## src/rtl/mdu_hazard_ctrl_pkg.sv

```systemverilog
// Shared definitions for the MDU hazard controller: op codes, FSM states, HI/LO mask bits.
package mdu_hazard_ctrl_pkg;

    typedef enum logic [1:0] {
        MDU_NONE = 2'b00,
        MDU_MUL  = 2'b01,
        MDU_DIV  = 2'b10,
        MDU_MT   = 2'b11
    } mdu_op_e;

    typedef enum logic [1:0] {
        ST_IDLE = 2'b00,
        ST_RUN  = 2'b01,
        ST_DONE = 2'b10
    } mdu_state_e;

    localparam int HILO_LO = 0;
    localparam int HILO_HI = 1;

    function automatic int max_lat(input int a, input int b);
        return (a > b) ? a : b;
    endfunction

endpackage

```

## src/rtl/mdu_hazard_ctrl_if.sv

```systemverilog
// Issue / D-stage read / result-bus signals between the pipeline and the MDU hazard controller.
interface mdu_hazard_ctrl_if;
    logic       issue_valid;
    logic [1:0] issue_op;
    logic [1:0] issue_hilo_w;
    logic       flush;
    logic [1:0] d_hilo_r;
    logic       res_valid;
    logic [1:0] res_hilo_w;
    logic       busy;
    logic       issue_stall;
    logic       read_stall;
    logic       fwd_lo;
    logic       fwd_hi;

    modport master (
        output issue_valid, issue_op, issue_hilo_w, flush, d_hilo_r,
        input  res_valid, res_hilo_w, busy, issue_stall, read_stall, fwd_lo, fwd_hi
    );

    modport slave (
        input  issue_valid, issue_op, issue_hilo_w, flush, d_hilo_r,
        output res_valid, res_hilo_w, busy, issue_stall, read_stall, fwd_lo, fwd_hi
    );
endinterface

```

## src/rtl/mdu_hazard_ctrl_lat_counter.sv

```systemverilog
// Loadable down counter that times the RUN phase of a multi-cycle MDU op.
module mdu_lat_counter #(
    parameter int CNT_W = 6
) (
    input  logic             clk,
    input  logic             reset,
    input  logic             load,
    input  logic [CNT_W-1:0] load_val,
    input  logic             dec,
    output logic             zero
);
    logic [CNT_W-1:0] cnt;

    always_ff @(posedge clk) begin
        if (!reset)    cnt <= '0;
        else if (load) cnt <= load_val;
        else if (dec)  cnt <= cnt - CNT_W'(1);
    end

    assign zero = (cnt == '0);
endmodule

```

## src/rtl/mdu_hazard_ctrl.sv

```systemverilog
// Tracks the single in-flight mul/div, stalls dependent HI/LO reads and issues, and forwards the result.
module mdu_hazard_ctrl
    import mdu_hazard_ctrl_pkg::*;
#(
    parameter int MUL_LAT = 3,
    parameter int DIV_LAT = 33,
    parameter int CNT_W   = 6
) (
    input  logic              clk,
    input  logic              reset,
    mdu_hazard_ctrl_if.slave  bus
);
    if (MUL_LAT < 1 || MUL_LAT > 63 || DIV_LAT < 1 || DIV_LAT > 63) begin : g_bad_lat
        $error("mdu_hazard_ctrl: MUL_LAT/DIV_LAT must be in 1..63");
    end
    if ((max_lat(MUL_LAT, DIV_LAT) - 1) >= (1 << CNT_W)) begin : g_bad_cnt
        $error("mdu_hazard_ctrl: CNT_W too narrow for the configured latencies");
    end

    // Counter preload is LAT-2: the load cycle and the final cnt==0 RUN cycle both count.
    localparam logic [CNT_W-1:0] MUL_LD  = CNT_W'(MUL_LAT - 2);
    localparam logic [CNT_W-1:0] DIV_LD  = CNT_W'(DIV_LAT - 2);
    localparam bit               MUL_ONE = (MUL_LAT == 1);
    localparam bit               DIV_ONE = (DIV_LAT == 1);

    mdu_state_e       state, state_n;
    logic [1:0]       pending, pending_n;
    logic             cnt_load, cnt_dec, cnt_zero;
    logic [CNT_W-1:0] cnt_ld_val;
    logic             is_md, is_mul, in_run, in_done;

    assign is_mul  = (bus.issue_op == MDU_MUL);
    assign is_md   = bus.issue_valid && (is_mul || bus.issue_op == MDU_DIV);
    assign in_run  = (state == ST_RUN);
    assign in_done = (state == ST_DONE);

    mdu_lat_counter #(.CNT_W(CNT_W)) u_cnt (
        .clk      (clk),
        .reset    (reset),
        .load     (cnt_load),
        .load_val (cnt_ld_val),
        .dec      (cnt_dec),
        .zero     (cnt_zero)
    );

    always_ff @(posedge clk) begin
        if (!reset) begin
            state   <= ST_IDLE;
            pending <= '0;
        end else begin
            state   <= state_n;
            pending <= pending_n;
        end
    end

    always_comb begin
        state_n    = state;
        pending_n  = pending;
        cnt_load   = 1'b0;
        cnt_ld_val = '0;
        cnt_dec    = 1'b0;
        if (in_run) begin
            if (cnt_zero) state_n = ST_DONE;
            else          cnt_dec = 1'b1;
        end else begin
            if (in_done) begin
                state_n   = ST_IDLE;
                pending_n = '0;
            end
            // mt is accepted here too but leaves state and pending alone.
            if (is_md) begin
                pending_n = bus.issue_hilo_w;
                if (is_mul ? MUL_ONE : DIV_ONE) begin
                    state_n = ST_DONE;
                end else begin
                    state_n    = ST_RUN;
                    cnt_load   = 1'b1;
                    cnt_ld_val = is_mul ? MUL_LD : DIV_LD;
                end
            end
        end
        if (bus.flush) begin
            state_n    = ST_IDLE;
            pending_n  = '0;
            cnt_load   = 1'b1;
            cnt_ld_val = '0;
            cnt_dec    = 1'b0;
        end
    end

    // Outputs are forced low while reset is held, even if state still shows an old op.
    assign bus.busy        = reset && (state != ST_IDLE);
    assign bus.res_valid   = reset && in_done && !bus.flush;
    assign bus.res_hilo_w  = bus.res_valid ? pending : 2'b00;
    assign bus.issue_stall = reset && bus.issue_valid && (bus.issue_op != MDU_NONE) && in_run;
    assign bus.read_stall  = reset && in_run && ((bus.d_hilo_r & pending) != 2'b00);
    assign bus.fwd_lo      = bus.res_valid && bus.d_hilo_r[HILO_LO] && pending[HILO_LO];
    assign bus.fwd_hi      = bus.res_valid && bus.d_hilo_r[HILO_HI] && pending[HILO_HI];
endmodule

```

## src/flat_wrapper.sv

```systemverilog
// flat-port wrapper written by rule: the top's interface ports become plain ports
module mdu_hazard_ctrl_flat import mdu_hazard_ctrl_pkg::*;
#(
    parameter int MUL_LAT = 3,
    parameter int DIV_LAT = 33,
    parameter int CNT_W   = 6
)
  (clk, reset, bus_issue_valid, bus_issue_op, bus_issue_hilo_w, bus_flush, bus_d_hilo_r, bus_res_valid, bus_res_hilo_w, bus_busy, bus_issue_stall, bus_read_stall, bus_fwd_lo, bus_fwd_hi);
  mdu_hazard_ctrl_if bus_i ();
  input  logic clk;
  input  logic reset;
  input wire logic [$bits(bus_i.issue_valid)-1:0] bus_issue_valid;
  input wire logic [$bits(bus_i.issue_op)-1:0] bus_issue_op;
  input wire logic [$bits(bus_i.issue_hilo_w)-1:0] bus_issue_hilo_w;
  input wire logic [$bits(bus_i.flush)-1:0] bus_flush;
  input wire logic [$bits(bus_i.d_hilo_r)-1:0] bus_d_hilo_r;
  output wire logic [$bits(bus_i.res_valid)-1:0] bus_res_valid;
  output wire logic [$bits(bus_i.res_hilo_w)-1:0] bus_res_hilo_w;
  output wire logic [$bits(bus_i.busy)-1:0] bus_busy;
  output wire logic [$bits(bus_i.issue_stall)-1:0] bus_issue_stall;
  output wire logic [$bits(bus_i.read_stall)-1:0] bus_read_stall;
  output wire logic [$bits(bus_i.fwd_lo)-1:0] bus_fwd_lo;
  output wire logic [$bits(bus_i.fwd_hi)-1:0] bus_fwd_hi;
  assign bus_i.issue_valid = bus_issue_valid;
  assign bus_i.issue_op = bus_issue_op;
  assign bus_i.issue_hilo_w = bus_issue_hilo_w;
  assign bus_i.flush = bus_flush;
  assign bus_i.d_hilo_r = bus_d_hilo_r;
  assign bus_res_valid = bus_i.res_valid;
  assign bus_res_hilo_w = bus_i.res_hilo_w;
  assign bus_busy = bus_i.busy;
  assign bus_issue_stall = bus_i.issue_stall;
  assign bus_read_stall = bus_i.read_stall;
  assign bus_fwd_lo = bus_i.fwd_lo;
  assign bus_fwd_hi = bus_i.fwd_hi;
  mdu_hazard_ctrl #(.MUL_LAT(MUL_LAT), .DIV_LAT(DIV_LAT), .CNT_W(CNT_W)) u_core (.clk(clk), .reset(reset), .bus(bus_i));
endmodule
```

## config.mk

```make
export PLATFORM = sky130hd
export DESIGN_NAME = mdu_hazard_ctrl_flat
export DESIGN_NICKNAME = d
export VERILOG_FILES = /design/src/rtl/mdu_hazard_ctrl_pkg.sv /design/src/rtl/mdu_hazard_ctrl_if.sv /design/src/rtl/mdu_hazard_ctrl_lat_counter.sv /design/src/rtl/mdu_hazard_ctrl.sv /design/src/flat_wrapper.sv
export SDC_FILE = /design/constraint.sdc
export NUM_CORES = 1
export LEC_CHECK = 0
export ABC_AREA = 1
export BUFFER_PORTS_ARGS = -buffer_cell sky130_fd_sc_hd__buf_2
export CAP_MARGIN = 25
export CORE_MARGIN = 4
export CORE_UTILIZATION = 50
export CTS_CLUSTER_SIZE = 12
export DETAILED_ROUTE_END_ITERATION = 10
export PLACE_DENSITY = 0.77
export SYNTH_ARGS = -nofsm -noshare
export SYNTH_HDL_FRONTEND = slang
export SYNTH_SLANG_ARGS = --single-unit
```

## constraint.sdc

```tcl
create_clock -name clk -period 1.38 [get_ports clk]
set_input_delay 0.276 -clock clk [delete_from_list [all_inputs] [get_ports clk]]
set_output_delay 0.276 -clock clk [all_outputs]
set_load 0.005 [all_outputs]
```

# Word-level counts from Yosys, hierarchy flattened
# Cells that the tools add are included.
[word_totals]
ff_bits = 10
input_bits = 10
out_inout_bits = 8
wordCells = 55
[op_classes]
add_sub_neg = 1
n_eq_ne = 5
muxes = 18
bitwise = 3
n_reduce_logical = 25
[op_table]
columns = ["operator", "n"]
rows = [
  ["6-bit two-way mux", 5],
  ["1-bit logical AND", 13],
  ["2-bit two-way mux", 6],
  ["2-bit nonzero test", 5],
  ["6-bit logical NOT", 1],
  ["1-bit two-way mux", 6],
  ["6-bit by 1-bit subtractor with 6-bit output (second input constant)", 1],
  ["5-bit two-way mux", 1],
  ["2-bit by 1-bit == test with 1-bit output (second input constant)", 2],
  ["2-bit == test (second input constant)", 2],
  ["2-bit AND reduction", 2],
  ["3-bit nonzero test", 1],
  ["2-bit AND", 1],
  ["2-bit by 1-bit != test with 1-bit output (second input constant)", 1],
  ["1-bit NOT", 2],
  ["2-bit OR reduction", 1],
  ["1-bit logical NOT", 1],
  ["1-bit logical OR", 1],
]

# Depth between registers and ports, before layout
# Gate-level depths: netlist of the first run.
[depth]
depth_word = 7
ltp_mapped = 9

# By module
# A second synthesis of the first run with hierarchy kept.
[hier_totals]
cells_unflattened = 107
area_unflattened_um2 = 701.9
[modules_own_cells]
columns = ["mod", "n_inst", "cells_per_inst", "area_each_um2", "seq_area_each_um2"]
rows = [
  ["mdu_lat_counter", 1, 57, 385.4, 120.1],
  ["mdu_hazard_ctrl", 1, 50, 316.6, 80.1],
]

# Worst setup path before layout of the first run
# OpenSTA, ideal clock, no wires.
[synth_timing]
path_type = "flip-flop to flip-flop"
start = "register u_core.state[1]"
end = "register u_core.u_cnt.cnt[3]"
setup_ns = 0.111
arrival_time_ns = 1.128
path_slack_ns = 0.140
stages_incl_launch_ff = 9
path_buffers = 0
path_cell_list = "dfxtp_1 > inv_1 > ha_1 > nor2_2 > nor2_4 > nand2_2 > nand2_1 > nor2_1 > nor2_1"
[synth_between]
elab_chain_cells = 4
[synth_lines]
columns = ["item", "line_no", "text"]
rows = [
  ["from (decl)", "mdu_hazard_ctrl.sv:26", "mdu_state_e state, state_n;"],
  ["from (signal assigned)", "mdu_hazard_ctrl.sv:51", "state <= state_n;"],
  ["2-bit by 1-bit == test with 1-bit output (*)", "mdu_hazard_ctrl.sv:34", "assign in_run = (state == ST_RUN);"],
  ["via u_core.in_run", "mdu_hazard_ctrl.sv:30", "logic is_md, is_mul, in_run, in_done;"],
  ["6-bit two-way mux or 1-bit two-way mux (tied branches)", "mdu_hazard_ctrl.sv:62", "if (in_run) begin"],
  ["6-bit two-way mux or 1-bit two-way mux (tied branches)", "mdu_hazard_ctrl.sv:82", "if (bus.flush) begin"],
  ["6-bit two-way mux or 2-bit nonzero test (tied branches)", "--", ""],
  ["to (signal assigned)", "mdu_hazard_ctrl_lat_counter.sv:16", "else if (load) cnt <= load_val;"],
  ["to (signal assigned)", "mdu_hazard_ctrl_lat_counter.sv:17", "else if (dec) cnt <= cnt - CNT_W'(1);"],
  ["to (decl)", "mdu_hazard_ctrl_lat_counter.sv:12", "logic [CNT_W-1:0] cnt;"],
]
# Mark *: on every way through the listed nets, which the timed path passes. The rest lies on a longest branch.
# A chain may end at the register's enable or synchronous reset.

# Worst setup path in the final report of the first run
[layout_timing]
start = "register u_core.state[0]"
end = "output bus_fwd_lo"
[layout_between]
elab_chain_cells = 5
[layout_lines]
columns = ["item", "line_no", "text"]
rows = [
  ["2-bit == test", "mdu_hazard_ctrl.sv:35", "assign in_done = (state == ST_DONE);"],
  ["1-bit logical AND (2 in series)", "mdu_hazard_ctrl.sv:93", "assign bus.res_valid = reset && in_done && !bus.flush;"],
  ["1-bit logical AND (2 in series)", "mdu_hazard_ctrl.sv:97", "assign bus.fwd_lo = bus.res_valid && bus.d_hilo_r[HILO_LO] && pending[HILO_LO];"],
  ["to (decl)", "flat_wrapper.sv:22", "output wire logic [$bits(bus_i.fwd_lo)-1:0] bus_fwd_lo;"],
]
# Every way passes these cells.

==> results of run 1 <==
-- power groups by stage --
stage | Combinational, mW | Sequential [mW] | Clock, mW
6_report | 0.271 | 0.330 | 0.198
5_1_grt | 0.305 | 0.333 | 0.226
4_1_cts | 0.246 | 0.329 | 0.202
3_5_place_dp | 0.226 | 0.333 | 0
3_3_place_gp | 0.220 | 0.333 | 0
2_1_floorplan | 0.168 | 0.329 | 0
-- registers in the layout, indices dropped and copies added (netlist names) --
name / flops
u_core.u_cnt.cnt: 6
u_core.pending: 2
u_core.state: 2
-- metrics by stage --
stage               setup WS [ns]  instance area, sq um  cells   util
floorplan                   0.140                   729    115      -
global placement          -0.0112                   848    149  0.636
detailed placement        -0.0386                   848    149  0.636
CTS                       -0.0315                   965    156  0.723
global route              -0.0914                  1010    158  0.754
finish                    -0.0384                  1010    158  0.754
-- layout by cell type, fill, tap and decap left out, drive strengths merged, types with 2 or more instances in the layout --
cell type  netlist  routed
clkbuf           0       3
a21oi            7       7
nand3b           2       2
nand2           26      26
buf              1      26
inv             19      19
ha               7       7
nor3             2       2
dfxtp           10      10
o21ai            3       3
nor2            25      25
nand3            9       9
-- cells by family after synthesis --
group           synth area share
flops                      0.274
fa+ha+maj                  0.120
buf+inv                    0.108
simple gates               0.408
xor+xnor                  0.0120
compound gates            0.0772
-- per-layer routing --
| metal | wire [microns] | vias to the layer above | share of wire | global-route usage |
|---|---|---|---|---|
| li1 | - | 417 | - | - |
| met1 | 831 | 385 | 0.44 | 0.251 |
| met2 | 879 | 32 | 0.47 | 0.321 |
| met3 | 120 | 11 | 0.064 | 0.0352 |
| met4 | 52 | 0 | 0.028 | 0.0852 |
| met5 | 0 | - | 0 | 0 |
-- worst paths after layout --
check | startpoint | end | slack [ns] | depth (start not counted)
hold / removal | bus_issue_hilo_w[0] | u_core.pending[0] | 0.25 | 3
setup reg to reg | u_core.state[0] | u_core.u_cnt.cnt[1] | 0.03 | 8
setup / recovery | u_core.state[0] | bus_fwd_lo | -0.04 | 5
hold reg to reg | u_core.pending[0] | u_core.pending[0] | 0.46 | 2
-- synthesized netlist by cell type --
cell      count  share of area
xnor2_1       1          0.012
a21oi_1       7          0.048
nand3_1       9          0.062
nand2_2       4          0.034
inv_1        17          0.087
nor2_2        2          0.017
o21ai_0       3          0.021
and3_2        1          0.010
buf_4         1          0.010
o22ai_1       1         0.0086
nand2_1      22           0.11
nand3b_1      2          0.021
or2_1         1         0.0086
inv_2         2          0.010
ha_1          7           0.12
dfxtp_1      10           0.27
nor2_4        1          0.015
nor3_1        2          0.014
nor2_1       22           0.11
-- layout make-up --
| cell class | count | area, sq um |
|---|---|---|
| inverters | 19 | 73.8 |
| fillers | 106 | 328 |
| clock buffers | 3 | 22.5 |
| flip-flops and latches | 10 | 206 |
| well taps | 15 | 18.8 |
| multi-input cells | 85 | 518 |
| repair buffers | 26 | 166 |
-- worst max-delay path: stages (launching register included) --
cell     delay, ns
dfxtp_2       0.33
inv_2         0.07
ha_4          0.14
nand2_4       0.07
nor3_2        0.13
buf_2         0.14
-- timing repair --
| item | 4_1_cts | 5_1_grt |
|---|---|---|
| buffers inserted | 4 | 2 |
| endpoints found under the setup margin | 7 | 14 |
| pin swaps | 3 | 12 |
| resized for setup | 16 | 11 |
| hold endpoints to repair | 0 | 0 |
==> flow_summary.yaml, run 1 <==
sta:
  rsz0062_at_grt: "yes"
  max_slew.worst_pin.slew_ns: 0.316
  skew_ns: 0.00227
  fin_tns_setup_ns: -0.118
  min_period_over_period: 1.03
  hold_viol: 0
  setup_viol: 4
  maxSlewViolCount: 0
  fin_ws_ns: -0.0384
  whs_ns: 0.250
  max_freq_mhz: 705
  period_minus_slack_ns: 1.42
  relSlewSlack: 0.789
layout:
  drive_above_1_share: 0.371
  area_growth_pct: 37.9
  layout.nets: 162
  num_antenna_cells: 0
synth:
  syn_nets: 132
  synth-seq-cells: 10
  ys_types: 19
  synth_seq_area_share: 0.274
  synthCells: 115
  syn_area_sq_um: 729
  avgSynthCellArea_sq_um: 6.34
  ys_warn_count: 0
placement:
  portBuffers: 17
  gp_congestion: 0.854
  dpl.hpwl_microns: 1300
pwr:
  switching_share: 0.342
  peakVddDrop_mv: 0.498
  pwr-share-seq: 0.414
  powerDensity_nw_per_um2: 794
  fin_total_pwr_mw: 0.799
  p_int_mw: 0.525
  p_leak_nw: 0.513
  clockPowerShare: 0.248
  switchingPower_mw: 0.274
  p_comb_frac: 0.339
detailed_routing:
  drt_pass1_iterations: 4
  ant_nets: 0
  wl_per_cell_microns: 11.9
  vias: 845
  vias_per_cell: 5.35
  drtIter0Drc: 30
  routed_wl_microns: 1880
  post-route-drc-count: 0
die:
  dieArea_sq_um: 2130
  die_w_microns: 46.2
  core_region_area_sq_um: 1330
  initial_utilization: 0.547
  die-height_microns: 46.2
  row_count: 13
  pin_count: 18
clock_network:
  postCtsHoldBufs: 0
  path_clk_slew_ns: 0.06
  cts_buffers: 3
  root_buffer: "clkbuf_4"
  cts_sinks: 10
  h-tree-depth: 1
  clkLatencyLatePin_ns: 0.26
  clk_path_buf_depth: 2
  tritoncts: "done"
critical_path:
  cp_max_fo: 5
  endpoint_kind: "primary output"
  startpoint_type: "register"
  critPathArrivalTime_ns: 1.14
  cp.required_ns: 1.10
  worst-setup-path-type: "register to primary output"
global_route:
  grt_util_all_layers: 0.197
  grt_pass1_wl_microns: 3060
  grt_max_degree: 9
  gr-total-overflow: 0
  antenna_found_initial: 0
  grt_pass1_vias: 751
status:
  status: "finished with violations"
  violations: "setup timing"
hold_path:
  hp-class: "primary input to register"
flow_run:
  cap_violations: 0
Power figures use the tool's default switching activity.
==> run 2: changes to the inputs <==
--- a/config.mk
+++ b/config.mk
@@ -12,7 +12,9 @@
 export CORE_UTILIZATION = 50
 export CTS_CLUSTER_SIZE = 12
 export DETAILED_ROUTE_END_ITERATION = 10
+export MAX_ROUTING_LAYER = met4
 export PLACE_DENSITY = 0.77
 export SYNTH_ARGS = -nofsm -noshare
 export SYNTH_HDL_FRONTEND = slang
+export SYNTH_HIERARCHICAL = 1
 export SYNTH_SLANG_ARGS = --single-unit
==> run 2 against run 1 <==
The run still ends with setup timing left. Die area down 3.1%. Non-clock buffer count up 13. Power up 1.8%. Clock-buffer cell count up 1. Synthesized cell count down 7.0%. Worst setup slack worse by 0.13 ns. Via count up 14%. Maximum frequency down 8.3%. First-iteration DRC count up 130%. Hold slack better by 0.015 ns. Clock power up 41%. Clock skew about the same.
==> flow_summary.yaml, run 2 <==
synth:
  synth_top_cell_by_area: "dfxtp_1"
  yosys-top-cells-count: "nand2_1, inv_1, nand3_1, dfxtp_1, a21oi_1"
  synth_simple_gate_area_frac: 0.394
  synth-main-ff-cell: "dfxtp_1"
  synth_seq_area_share: 0.285
  ys_types: 21
  synthCells: 107
  yosysMostFrequentCell: "nand2_1"
  synthTopCellsByArea: "dfxtp_1, nand2_1, nand3_1"
  async_flop_share: 0
  syn_nets: 121
  synth_xor_xnor_area_share: 0.0125
  syn_area_sq_um: 702
  avgSynthCellArea_sq_um: 6.56
  synth-seq-cells: 10
  synth_compound_area_frac: 0.119
  synthDominantCellAreaShare: 0.285
  synth_mux_area_frac: 0
  post_synth_fa_ha_maj_area_fraction: 0.0713
  synth-edff-count: 0
  ys_warn_count: 6
  synth_top_family_by_area: "simple AND/OR/NAND/NOR gates"
layout:
  top_regs: "u_core/u_cnt/cnt x6, u_core/pending x2, u_core/state x2"
  final_util: 0.861
  fill_cells: 75
  regMostFlops: "u_core/u_cnt/cnt"
  num_antenna_cells: 0
  mostFrequentLayoutCell: "nand2_1"
  largest_reg_flops: 6
  final_cell_mix: "nand2_1, buf_4, buf_2"
  stdcell_count: 164
  layout.nets: 164
  area_growth_pct: 61.7
  drive_above_1_share: 0.497
global_route:
  grt_pass1_vias: 862
  gr-total-overflow: 0
  antenna_found_initial: 0
  grt_util_all_layers: 0.264
  grt_max_degree: 9
  grt_pass1_wl_microns: 3780
placement:
  gp_congestion: 0.907
  portBuffers: 17
  post-place-cells: 154
  place_worst_setup_slack_ns: -0.277
  dpl.hpwl_microns: 1500
sta:
  min_period_over_period: 1.12
  fin_tns_setup_ns: -1.02
  max_freq_mhz: 647
  skew_ns: 0.00183
  setup_viol: 12
  fin_ws_ns: -0.166
  period_minus_slack_ns: 1.55
  rsz0062_at_grt: "yes"
  maxSlewViolCount: 0
  hold_viol: 0
pwr:
  p_int_mw: 0.558
  fin_total_pwr_mw: 0.813
  p_comb_frac: 0.275
  p_leak_nw: 0.527
  clockPowerShare: 0.345
  pwr-share-seq: 0.380
  switching_share: 0.314
  switchingPower_mw: 0.255
  powerDensity_nw_per_um2: 717
  peakVddDrop_mv: 0.452
status:
  violations: "setup timing"
  status: "finished with violations"
hold_path:
  hold_end: "u_core/pending[0]"
  hp-class: "primary input to register"
  min_from: "bus_issue_hilo_w[0]"
  hold_depth: 3
critical_path:
  critPathArrivalTime_ns: 1.76
  cp.required_ns: 1.60
  endpoint_kind: "register"
  r2r_end: "u_core/u_cnt/cnt[0]"
  startpoint_type: "register"
  worst-setup-path-type: "register to register"
  r2r_start: "u_core/u_cnt/cnt[0]"
  cp_max_fo: 6
  reg2regPathDepth: 11
  r2r_slack_ns: -0.17
clock_network:
  clkLatencyLatePin_ns: 0.27
  tritoncts: "done"
  path_clk_slew_ns: 0.08
  cts_buffers: 3
  clk_path_buf_depth: 2
  h-tree-depth: 1
  root_buffer: "clkbuf_4"
  cts_sinks: 10
detailed_routing:
  routed_wl_microns: 2680
  wl_per_cell_microns: 16.3
  ant_nets: 0
  drtIter0Drc: 69
  vias_per_cell: 5.88
  drt_pass1_iterations: 5
  post-route-drc-count: 0
  vias: 964
die:
  die-height_microns: 45.5
  die_w_microns: 45.5
  pin_count: 18
  core_region_area_sq_um: 1320
  initial_utilization: 0.533
  row_count: 13
  dieArea_sq_um: 2070
flow_run:
  cap_violations: 0
## run 2: repair_timing
item,CTS,global route
hold buffers,0,0
pin swaps,4,4
hold endpoints to repair,0,0
resized for setup,16,10
buffers inserted,3,3
setup endpoints to repair,11,14
## run 2: critical path: stages, from the launching register on
cell and delay (ns):
dfxtp_2 0.35, inv_2 0.06, ha_4 0.16, nand2_4 0.07
nor3_4 0.05, nor3_4 0.22, inv_2 0.09, nor2_4 0.18
nand2_1 0.09, nand3_1 0.08, nand2_1 0.08, inv_1 0.06
## run 2: layout make-up
| type | count | area, sq um | share of cell area |
|---|---|---|---|
| clock buffers | 4 | 36.3 | 0.0320 |
| inverters | 18 | 72.6 | 0.0639 |
| multi-input cells | 78 | 534 | 0.471 |
| flip-flops and latches | 10 | 205 | 0.181 |
| well taps | 15 | 18.8 | 0.0165 |
| repair buffers | 39 | 268 | 0.236 |
## run 2: cells by family after synthesis
| kind of cell | after synthesis |
|---|---|
| and+or+nand+nor | 58 |
| buffers and inverters | 19 |
| adders and majority gates | 4 |
| AOI/OAI and AO/OA | 14 |
| DFF | 10 |
| xor gates and xnor gates | 1 |
| other | 1 |
## run 2: metal layers
layer | part of all wire | routed length [microns] | GRT usage | vias to the layer above
met4 | 0.027 | 71 | 0.135 | 0
li1 | - | - | - | 432
met2 | 0.50 | 1340 | 0.460 | 69
met1 | 0.39 | 1040 | 0.293 | 451
met5 | 0 | 0 | - | -
met3 | 0.084 | 225 | 0.0237 | 12
## run 2: how the worst max path moves through the flow
| stage | from | to | slack [ns] | cells after the start |
|---|---|---|---|---|
| 2_1_floorplan | u_core/u_cnt/cnt[1] | u_core/u_cnt/cnt[1] | -0.04 | 11 |
| 3_3_place_gp | bus_issue_op[0] | u_core/u_cnt/cnt[3] | -0.21 | 10 |
| 3_5_place_dp | bus_issue_op[0] | u_core/u_cnt/cnt[3] | -0.28 | 10 |
| 4_1_cts | u_core/state[0] | bus_fwd_hi | -0.06 | 7 |
| 5_1_grt | u_core/u_cnt/cnt[0] | u_core/u_cnt/cnt[0] | -0.26 | 11 |
| 6_report | u_core/u_cnt/cnt[0] | u_core/u_cnt/cnt[0] | -0.17 | 11 |
## run 2: power by group through the flow
stage / combinational [mW] / sequential, mW / clock (mW)
finish: 0.224 / 0.309 / 0.280
global route: 0.241 / 0.310 / 0.293
CTS: 0.195 / 0.308 / 0.276
detailed placement: 0.169 / 0.314 / 0
global placement: 0.162 / 0.313 / 0
floorplan: 0.0972 / 0.315 / 0
## run 2: per-stage QoR
| stage | area [sq um] | hold slack, ns |
|---|---|---|
| 2_1_floorplan | 732 | 0.374 |
| 3_3_place_gp | 945 | 0.487 |
| 3_5_place_dp | 945 | 0.501 |
| 4_1_cts | 1070 | 0.269 |
| 5_1_grt | 1130 | 0.305 |
| 6_report | 1130 | 0.265 |
